$ cat src/rtl/tetris_pkg.sv
// Shared types and constants for the Tetris VRAM writer, renderer and game FSM.
package tetris_pkg;

  typedef enum logic [3:0] {
    StIdle,
    StConvert,
    StFetch,
    StWrOcc,
    StWrCol,
    StWrSc0,
    StWrSc1,
    StWrSt,
    StFin
  } state_e;

  localparam logic [7:0] ASCII_ZERO = 8'h30;

  localparam int unsigned DEF_COLOR_BASE = 40;
  localparam int unsigned DEF_STATE_ADDR = 100;
  localparam int unsigned DEF_SCORE_ADDR = 102;

  localparam int unsigned SCORE_MAX = 999999;

  localparam logic [1:0] GS_TITLE   = 2'd0;
  localparam logic [1:0] GS_PLAYING = 2'd1;
  localparam logic [1:0] GS_OVER    = 2'd2;

  function automatic logic [7:0] bcd_to_ascii(input logic [3:0] digit);
    return ASCII_ZERO + {4'h0, digit};
  endfunction

endpackage

$ cat src/rtl/bin2bcd_seq.sv
// Sequential double-dabble: one shift per cycle, SCORE_W cycles, six BCD digits out.
module bin2bcd_seq
  import tetris_pkg::*;
#(
  parameter int unsigned SCORE_W = 20
) (
  input  logic               clk_i,
  input  logic               rst_ni,
  input  logic               start_i,
  input  logic [SCORE_W-1:0] bin_i,
  output logic               busy_o,
  output logic               done_o,
  output logic [23:0]        bcd_o
);

  localparam int unsigned CntW = $clog2(SCORE_W + 1);

  logic [SCORE_W-1:0] bin_q, bin_d, clamped;
  logic [23:0]        bcd_q, bcd_d;
  logic [22:0]        adj;
  logic [CntW-1:0]    cnt_q, cnt_d;
  logic               busy_q, busy_d;

  // done_o flags the cycle whose closing edge performs the final shift.
  assign done_o = busy_q && (cnt_q == CntW'(SCORE_W - 1));
  assign busy_o = busy_q;
  assign bcd_o  = bcd_q;

  always_comb begin
    clamped = bin_i;
    if (64'(bin_i) > 64'(SCORE_MAX)) clamped = SCORE_W'(SCORE_MAX);
  end

  // The clamp keeps the top digit below 5 before every shift, so it never needs adjusting.
  always_comb begin
    adj = bcd_q[22:0];
    for (int i = 0; i < 5; i++) begin
      if (bcd_q[4*i +: 4] > 4'd4) adj[4*i +: 4] = bcd_q[4*i +: 4] + 4'd3;
    end
  end

  always_comb begin
    bin_d  = bin_q;
    bcd_d  = bcd_q;
    cnt_d  = cnt_q;
    busy_d = busy_q;
    if (start_i) begin
      bin_d  = clamped;
      bcd_d  = '0;
      cnt_d  = '0;
      busy_d = 1'b1;
    end else if (busy_q) begin
      bcd_d = {adj, bin_q[SCORE_W-1]};
      bin_d = {bin_q[SCORE_W-2:0], 1'b0};
      cnt_d = cnt_q + CntW'(1);
      if (done_o) busy_d = 1'b0;
    end
  end

  always_ff @(posedge clk_i or negedge rst_ni) begin
    if (!rst_ni) begin
      bin_q  <= '0;
      bcd_q  <= '0;
      cnt_q  <= '0;
      busy_q <= 1'b0;
    end else begin
      bin_q  <= bin_d;
      bcd_q  <= bcd_d;
      cnt_q  <= cnt_d;
      busy_q <= busy_d;
    end
  end

endmodule

$ cat src/rtl/tetris_vram_writer.sv
// Avalon-MM master copying board rows, score digits and game state into text-mode VRAM.
module tetris_vram_writer
  import tetris_pkg::*;
#(
  parameter int unsigned ROWS       = 20,
  parameter int unsigned COLOR_BASE = DEF_COLOR_BASE,
  parameter int unsigned STATE_ADDR = DEF_STATE_ADDR,
  parameter int unsigned SCORE_ADDR = DEF_SCORE_ADDR,
  parameter int unsigned SCORE_W    = 20
) (
  input  logic               CLK,
  input  logic               RESET_N,
  input  logic               UPDATE,
  input  logic [SCORE_W-1:0] SCORE,
  input  logic [1:0]         GAME_STATE,
  output logic [4:0]         BOARD_ROW,
  input  logic [9:0]         BOARD_OCC,
  input  logic [29:0]        BOARD_COLOR,
  output logic               AVM_WRITE,
  output logic [11:0]        AVM_ADDR,
  output logic [31:0]        AVM_WRITEDATA,
  output logic [3:0]         AVM_BYTE_EN,
  input  logic               AVM_WAITREQUEST,
  output logic               BUSY,
  output logic               DONE
);

  state_e      state_q, state_d;
  logic [4:0]  row_q, row_d;
  logic [9:0]  occ_q, occ_d;
  logic [29:0] color_q, color_d;
  logic [1:0]  gs_q, gs_d;
  logic        pending_q, pending_d;
  logic        write_q, write_d;
  logic [11:0] addr_q, addr_d;
  logic [31:0] data_q, data_d;
  logic        busy_q, busy_d;
  logic        done_q, done_d;
  logic        accept;
  logic        bcd_busy, bcd_done;
  logic [23:0] bcd;

  assign accept = ((state_q == StIdle) && UPDATE) ||
                  ((state_q == StFin) && (pending_q || UPDATE));

  bin2bcd_seq #(
    .SCORE_W (SCORE_W)
  ) u_bin2bcd (
    .clk_i   (CLK),
    .rst_ni  (RESET_N),
    .start_i (accept),
    .bin_i   (SCORE),
    .busy_o  (bcd_busy),
    .done_o  (bcd_done),
    .bcd_o   (bcd)
  );

  always_ff @(posedge CLK or negedge RESET_N) begin
    if (!RESET_N) state_q <= StIdle;
    else          state_q <= state_d;
  end

  always_comb begin
    state_d = state_q;
    unique case (state_q)
      StIdle:    if (UPDATE) state_d = StConvert;
      StConvert: if (bcd_busy && bcd_done) state_d = StFetch;
      StFetch:   state_d = StWrOcc;
      StWrOcc:   if (!AVM_WAITREQUEST) state_d = StWrCol;
      StWrCol:   if (!AVM_WAITREQUEST) state_d = (row_q == 5'(ROWS - 1)) ? StWrSc0 : StFetch;
      StWrSc0:   if (!AVM_WAITREQUEST) state_d = StWrSc1;
      StWrSc1:   if (!AVM_WAITREQUEST) state_d = StWrSt;
      StWrSt:    if (!AVM_WAITREQUEST) state_d = StFin;
      StFin:     state_d = (pending_q || UPDATE) ? StConvert : StIdle;
      default:   state_d = StIdle;
    endcase
  end

  // Requests arriving mid-frame collapse into one pending re-run.
  always_comb begin
    row_d     = row_q;
    occ_d     = occ_q;
    color_d   = color_q;
    gs_d      = gs_q;
    pending_d = pending_q;
    if (accept) begin
      row_d     = '0;
      gs_d      = GAME_STATE;
      pending_d = 1'b0;
    end else if ((state_q != StIdle) && UPDATE) begin
      pending_d = 1'b1;
    end
    if (state_q == StFetch) begin
      occ_d   = BOARD_OCC;
      color_d = BOARD_COLOR;
    end
    if ((state_q == StWrCol) && (state_d == StFetch)) row_d = row_q + 5'd1;
  end

  // Outputs are decoded from the next state and registered, so they hold steady under stalls.
  always_comb begin
    write_d = 1'b0;
    addr_d  = addr_q;
    data_d  = data_q;
    busy_d  = (state_d != StIdle);
    done_d  = (state_d == StFin);
    unique case (state_d)
      StWrOcc: begin
        write_d = 1'b1;
        addr_d  = 12'(row_d);
        data_d  = {22'b0, occ_d};
      end
      StWrCol: begin
        write_d = 1'b1;
        addr_d  = 12'(COLOR_BASE) + 12'(row_d);
        data_d  = {2'b0, color_d};
      end
      StWrSc0: begin
        write_d = 1'b1;
        addr_d  = 12'(SCORE_ADDR);
        data_d  = {bcd_to_ascii(bcd[11:8]), bcd_to_ascii(bcd[15:12]),
                   bcd_to_ascii(bcd[19:16]), bcd_to_ascii(bcd[23:20])};
      end
      StWrSc1: begin
        write_d = 1'b1;
        addr_d  = 12'(SCORE_ADDR + 1);
        data_d  = {16'h0, bcd_to_ascii(bcd[3:0]), bcd_to_ascii(bcd[7:4])};
      end
      StWrSt: begin
        write_d = 1'b1;
        addr_d  = 12'(STATE_ADDR);
        data_d  = {30'b0, gs_d};
      end
      default: ;
    endcase
  end

  always_ff @(posedge CLK or negedge RESET_N) begin
    if (!RESET_N) begin
      row_q     <= '0;
      occ_q     <= '0;
      color_q   <= '0;
      gs_q      <= '0;
      pending_q <= 1'b0;
      write_q   <= 1'b0;
      addr_q    <= '0;
      data_q    <= '0;
      busy_q    <= 1'b0;
      done_q    <= 1'b0;
    end else begin
      row_q     <= row_d;
      occ_q     <= occ_d;
      color_q   <= color_d;
      gs_q      <= gs_d;
      pending_q <= pending_d;
      write_q   <= write_d;
      addr_q    <= addr_d;
      data_q    <= data_d;
      busy_q    <= busy_d;
      done_q    <= done_d;
    end
  end

  assign BOARD_ROW     = row_q;
  assign AVM_WRITE     = write_q;
  assign AVM_ADDR      = addr_q;
  assign AVM_WRITEDATA = data_q;
  assign AVM_BYTE_EN   = 4'hF;
  assign BUSY          = busy_q;
  assign DONE          = done_q;

endmodule

$ cat config.mk
export PLATFORM = sky130hd
export DESIGN_NAME = tetris_vram_writer
export DESIGN_NICKNAME = d
export VERILOG_FILES = /design/src/rtl/tetris_pkg.sv /design/src/rtl/bin2bcd_seq.sv /design/src/rtl/tetris_vram_writer.sv
export SDC_FILE = /design/constraint.sdc
export NUM_CORES = 1
export LEC_CHECK = 0
export BUFFER_PORTS_ARGS = -buffer_cell sky130_fd_sc_hd__buf_2
export CAP_MARGIN = 20
export CORE_MARGIN = 3
export CORE_UTILIZATION = 25
export DETAILED_ROUTE_END_ITERATION = 10
export PLACE_DENSITY = 0.43
export SYNTH_ARGS = -nofsm -noshare
export SYNTH_HDL_FRONTEND = slang
export SYNTH_SLANG_ARGS = --single-unit
$ cat constraint.sdc
create_clock -name CLK -period 4.7 [get_ports CLK]
set_input_delay 0 -clock CLK [delete_from_list [all_inputs] [get_ports CLK]]
set_output_delay 0 -clock CLK [all_outputs]
set_load 0.1 [all_outputs]
==> metrics.md <==
| Metric | Value |
|---|---|
| Status | `finished, final reports clean` |
| Setup WS post-layout | `1.423 ns` |
| Clk_lat worst skew | `0.42 ns` |
| EDFF count, synth | `0` |
| Fill cells | `2658` |
| Cells after synthesis | `613` |
| Fin crit share | `69.72%` |
| Clock Skew | `0.01043 ns` |
| Max cap viols | `0` |
| Vias in the first global route | `5303` |
| TritonCTS clock tree | `yes` |
| Startpoint Class | `register` |
| Starting Density | `25.71%` |
| Yosys warns | `0` |
| Antenna-violating nets left | `0` |
| Detailed Place HPWL | `12080 um` |
| Worst Setup End Kind | `register` |
| Synth-to-layout area growth | `30.39%` |
| Die Y | `170.6 um` |
| RSZ-0062 raised after global routing | `false` |
| Setup violators final | `0` |
| Pre-antenna DRT Iters | `4` |
| CTS H-tree lvls | `4` |
| # rows | `59` |
| Wire per inst | `16.11 um` |
| CTS buffer count | `17` |
| Crit Path Max Fanout | `23` |
| Global route total overflow | `0` |
| IO Count | `122` |
| Reg2reg path depth | `8` |
| Port Buffers | `110` |
| Final Util | `33.53%` |
| First DRT Iteration DRCs | `222` |
| Top FF cell, synth | `dfrtp_1` |
| Worst hold path type | `input pin to async pin` |
| CP max-delay cell | `a211o_1` |
| R2R Path End | `AVM_WRITEDATA[11]` |
| Nets | `850` |
| Vias | `5120` |
| Largest net degree at the start of global routing | `64` |
| Fin crit period | `3.277 ns` |
| Critical Path RT | `5.06 ns` |
| Core area | `26350 um^2` |
| Vias per cell | `4.555` |
| WL final | `18110 um` |
| FF-to-FF setup slack | `1.42 ns` |
| Most frequent cells in the layout | `141 x dfrtp_1, 109 x buf_2, 64 x dlygate4sd3_1` |
| Longest Clk Path Bufs | `2` |
| Slew @ Worst Pin | `0.8468 ns` |
| Final Hold Fails | `0` |
| Root Buffer | `clkbuf_16` |
| Avg Cell Area, Syn | `11.05 um^2` |
| Clock Pin Slew Worst Setup and Hold Paths | `0.07 ns` |
| Netlist cell types | `65` |
| Max Clock Freq | `0.3052 GHz` |
| Gpl congestion | `0.7417` |
| # diodes | `0` |
| Pre-CTS worst setup slack | `1.420 ns` |
| First-pass GRT wire length | `29340 um` |
| Seq/Total Area, Yosys | `52.44%` |
| Initial antenna violation count | `0` |
| Crit-path cells | `ha_1, nor4bb_1, o31ai_1, a211o_1, inv_2, nand2_2, nor2_2, a221o_1` |
| Kind of critical path | `register to register` |
| Relative slew slack | `43.55%` |
| Synth Register Bits | `142` |
| Die area | `29120 um^2` |
| Fin. max-slew vios | `0` |
| Leak pwr | `4.170 nW` |
| PwrDens | `828.8 nW/um^2` |
| Share of cells above drive strength 1 | `27.63%` |
| Ys async rst share | `100.0%` |
| Post-DP Area | `7577 um^2` |
| Fin area | `8836 um^2` |
| GRT Util Overall | `12.82%` |
| Hold Slack | `0.06290 ns` |
| Clock sinks | `142` |
| CP Data Arrival Time | `3.64 ns` |
| Reg2Reg Launch Point | `BOARD_ROW[0]` |
| Post-Synthesis Cell Area | `6776 um^2` |
| Chip width | `170.6 um` |
| Critical Path Max Stage Delay | `0.60 ns` |
| Residual DRC count | `0` |
| Commonest non-fill, non-tap cell in the layout | `dfrtp_1` |
| Worst IR Drop VDD | `0.0003271 V` |
| Setup tns final | `0 ns` |
[through the flow]
step	power, mW	std cells
after floorplan	5.155	622
after global placement	5.924	1028
after detailed placement	5.932	1028
after CTS	7.427	1124
after global routing	7.833	1124
final	7.323	1124
[logic make-up after synthesis]
kind of cell	Yosys count	synth area share, %
AO/OA/AOI/OAI	140	13.68
buffers and inverters	71	5.576
adder cells (fa/ha/maj)	8	1.477
other	2	0.1108
flip-flops	142	52.44
XOR/XNOR	11	1.422
AND/OR/NAND/NOR	146	10.73
multiplexers	93	14.57
[critical path: cells and delay by family, from the launching register on]
kind,cells,cell delay [ns]
AO/OA/AOI/OAI,3,0.93
adder cells (fa/ha/maj),1,0.23
buffers and inverters,1,0.49
flip-flops,1,0.40
AND/OR/NAND/NOR,3,1.14
[where the power goes]
part | internal [mW] | switching [mW]
logic | 1.16 | 2.57
registers | 1.80 | 0.371
clock network | 0.814 | 0.605
total | 3.77 | 3.55
[synthesized netlist by cell type (3+ instances only)]
library cell	number	area, um^2
o221a_2	3	33.78
nand2_1	36	135.1
xnor2_1	7	61.31
a311oi_1	4	35.03
mux2i_1	48	480.5
mux2_2	44	495.5
ha_1	8	100.1
buf_4	14	105.1
o2bb2ai_1	11	96.34
a211oi_1	6	45.04
o21a_1	3	22.52
nor3_1	12	60.06
o21ai_0	30	150.1
clkbuf_1	14	52.55
nand4_1	5	31.28
nand3_1	15	75.07
nor2_1	52	195.2
dfrtp_1	142	3553
o221ai_1	3	26.28
a21oi_1	46	230.2
or3_1	4	25.02
buf_2	11	55.05
buf_6	5	56.30
xor2_1	4	35.03
and3_1	3	18.77
inv_1	22	82.58
o31ai_1	4	30.03
o211ai_1	5	37.54
a22o_1	4	35.03
[state kept, by name, indices dropped and copies added (netlist names), 4 cells and up]
| name | count |
|---|---|
| AVM_WRITEDATA | 30 |
| u_bin2bcd.bin_q | 20 |
| color_q | 30 |
| u_bin2bcd.cnt_q | 5 |
| BOARD_ROW | 5 |
| occ_q | 10 |
| AVM_ADDR | 7 |
| u_bin2bcd.bcd_o | 24 |
| state_q | 4 |
[worst max-delay path by stage]
stage | end | depth (start not counted) | slack, ns | from
floorplan | AVM_WRITEDATA[10] | 8 | 1.96 | BOARD_ROW[0]
global placement | AVM_WRITEDATA[11] | 8 | 1.49 | BOARD_ROW[0]
detailed placement | AVM_WRITEDATA[11] | 8 | 1.42 | BOARD_ROW[0]
CTS | AVM_WRITEDATA[11] | 8 | 1.42 | BOARD_ROW[0]
global route | AVM_WRITEDATA[11] | 8 | 1.16 | BOARD_ROW[0]
finish | AVM_WRITEDATA[11] | 8 | 1.42 | BOARD_ROW[0]
[cell type report]
class	count	area [um^2]	area share [%]
sequential	142	3555	40.23
clock buffer	17	425.4	4.815
tap	335	419.2	4.744
timing repair buffer	181	1250	14.15
multi-input combinational	409	2893	32.74
clock inverter	15	192.7	2.181
inverter	25	101.3	1.147
[layer usage]
metal | track usage (%) | part of all wire [%]
met1 | 17.49 | 48
met2 | 20.39 | 47
met3 | 3.050 | 4.1
met4 | 3.598 | 1.2
met5 | 0 | 0
[what timing repair did]
action	in CTS	in global routing
gates resized for setup	0	0
endpoints found under the setup margin	0	0
buffers inserted	0	0
hold buffers	64	0
hold endpoints to repair	109	0
(Power assumes the default switching activity.)
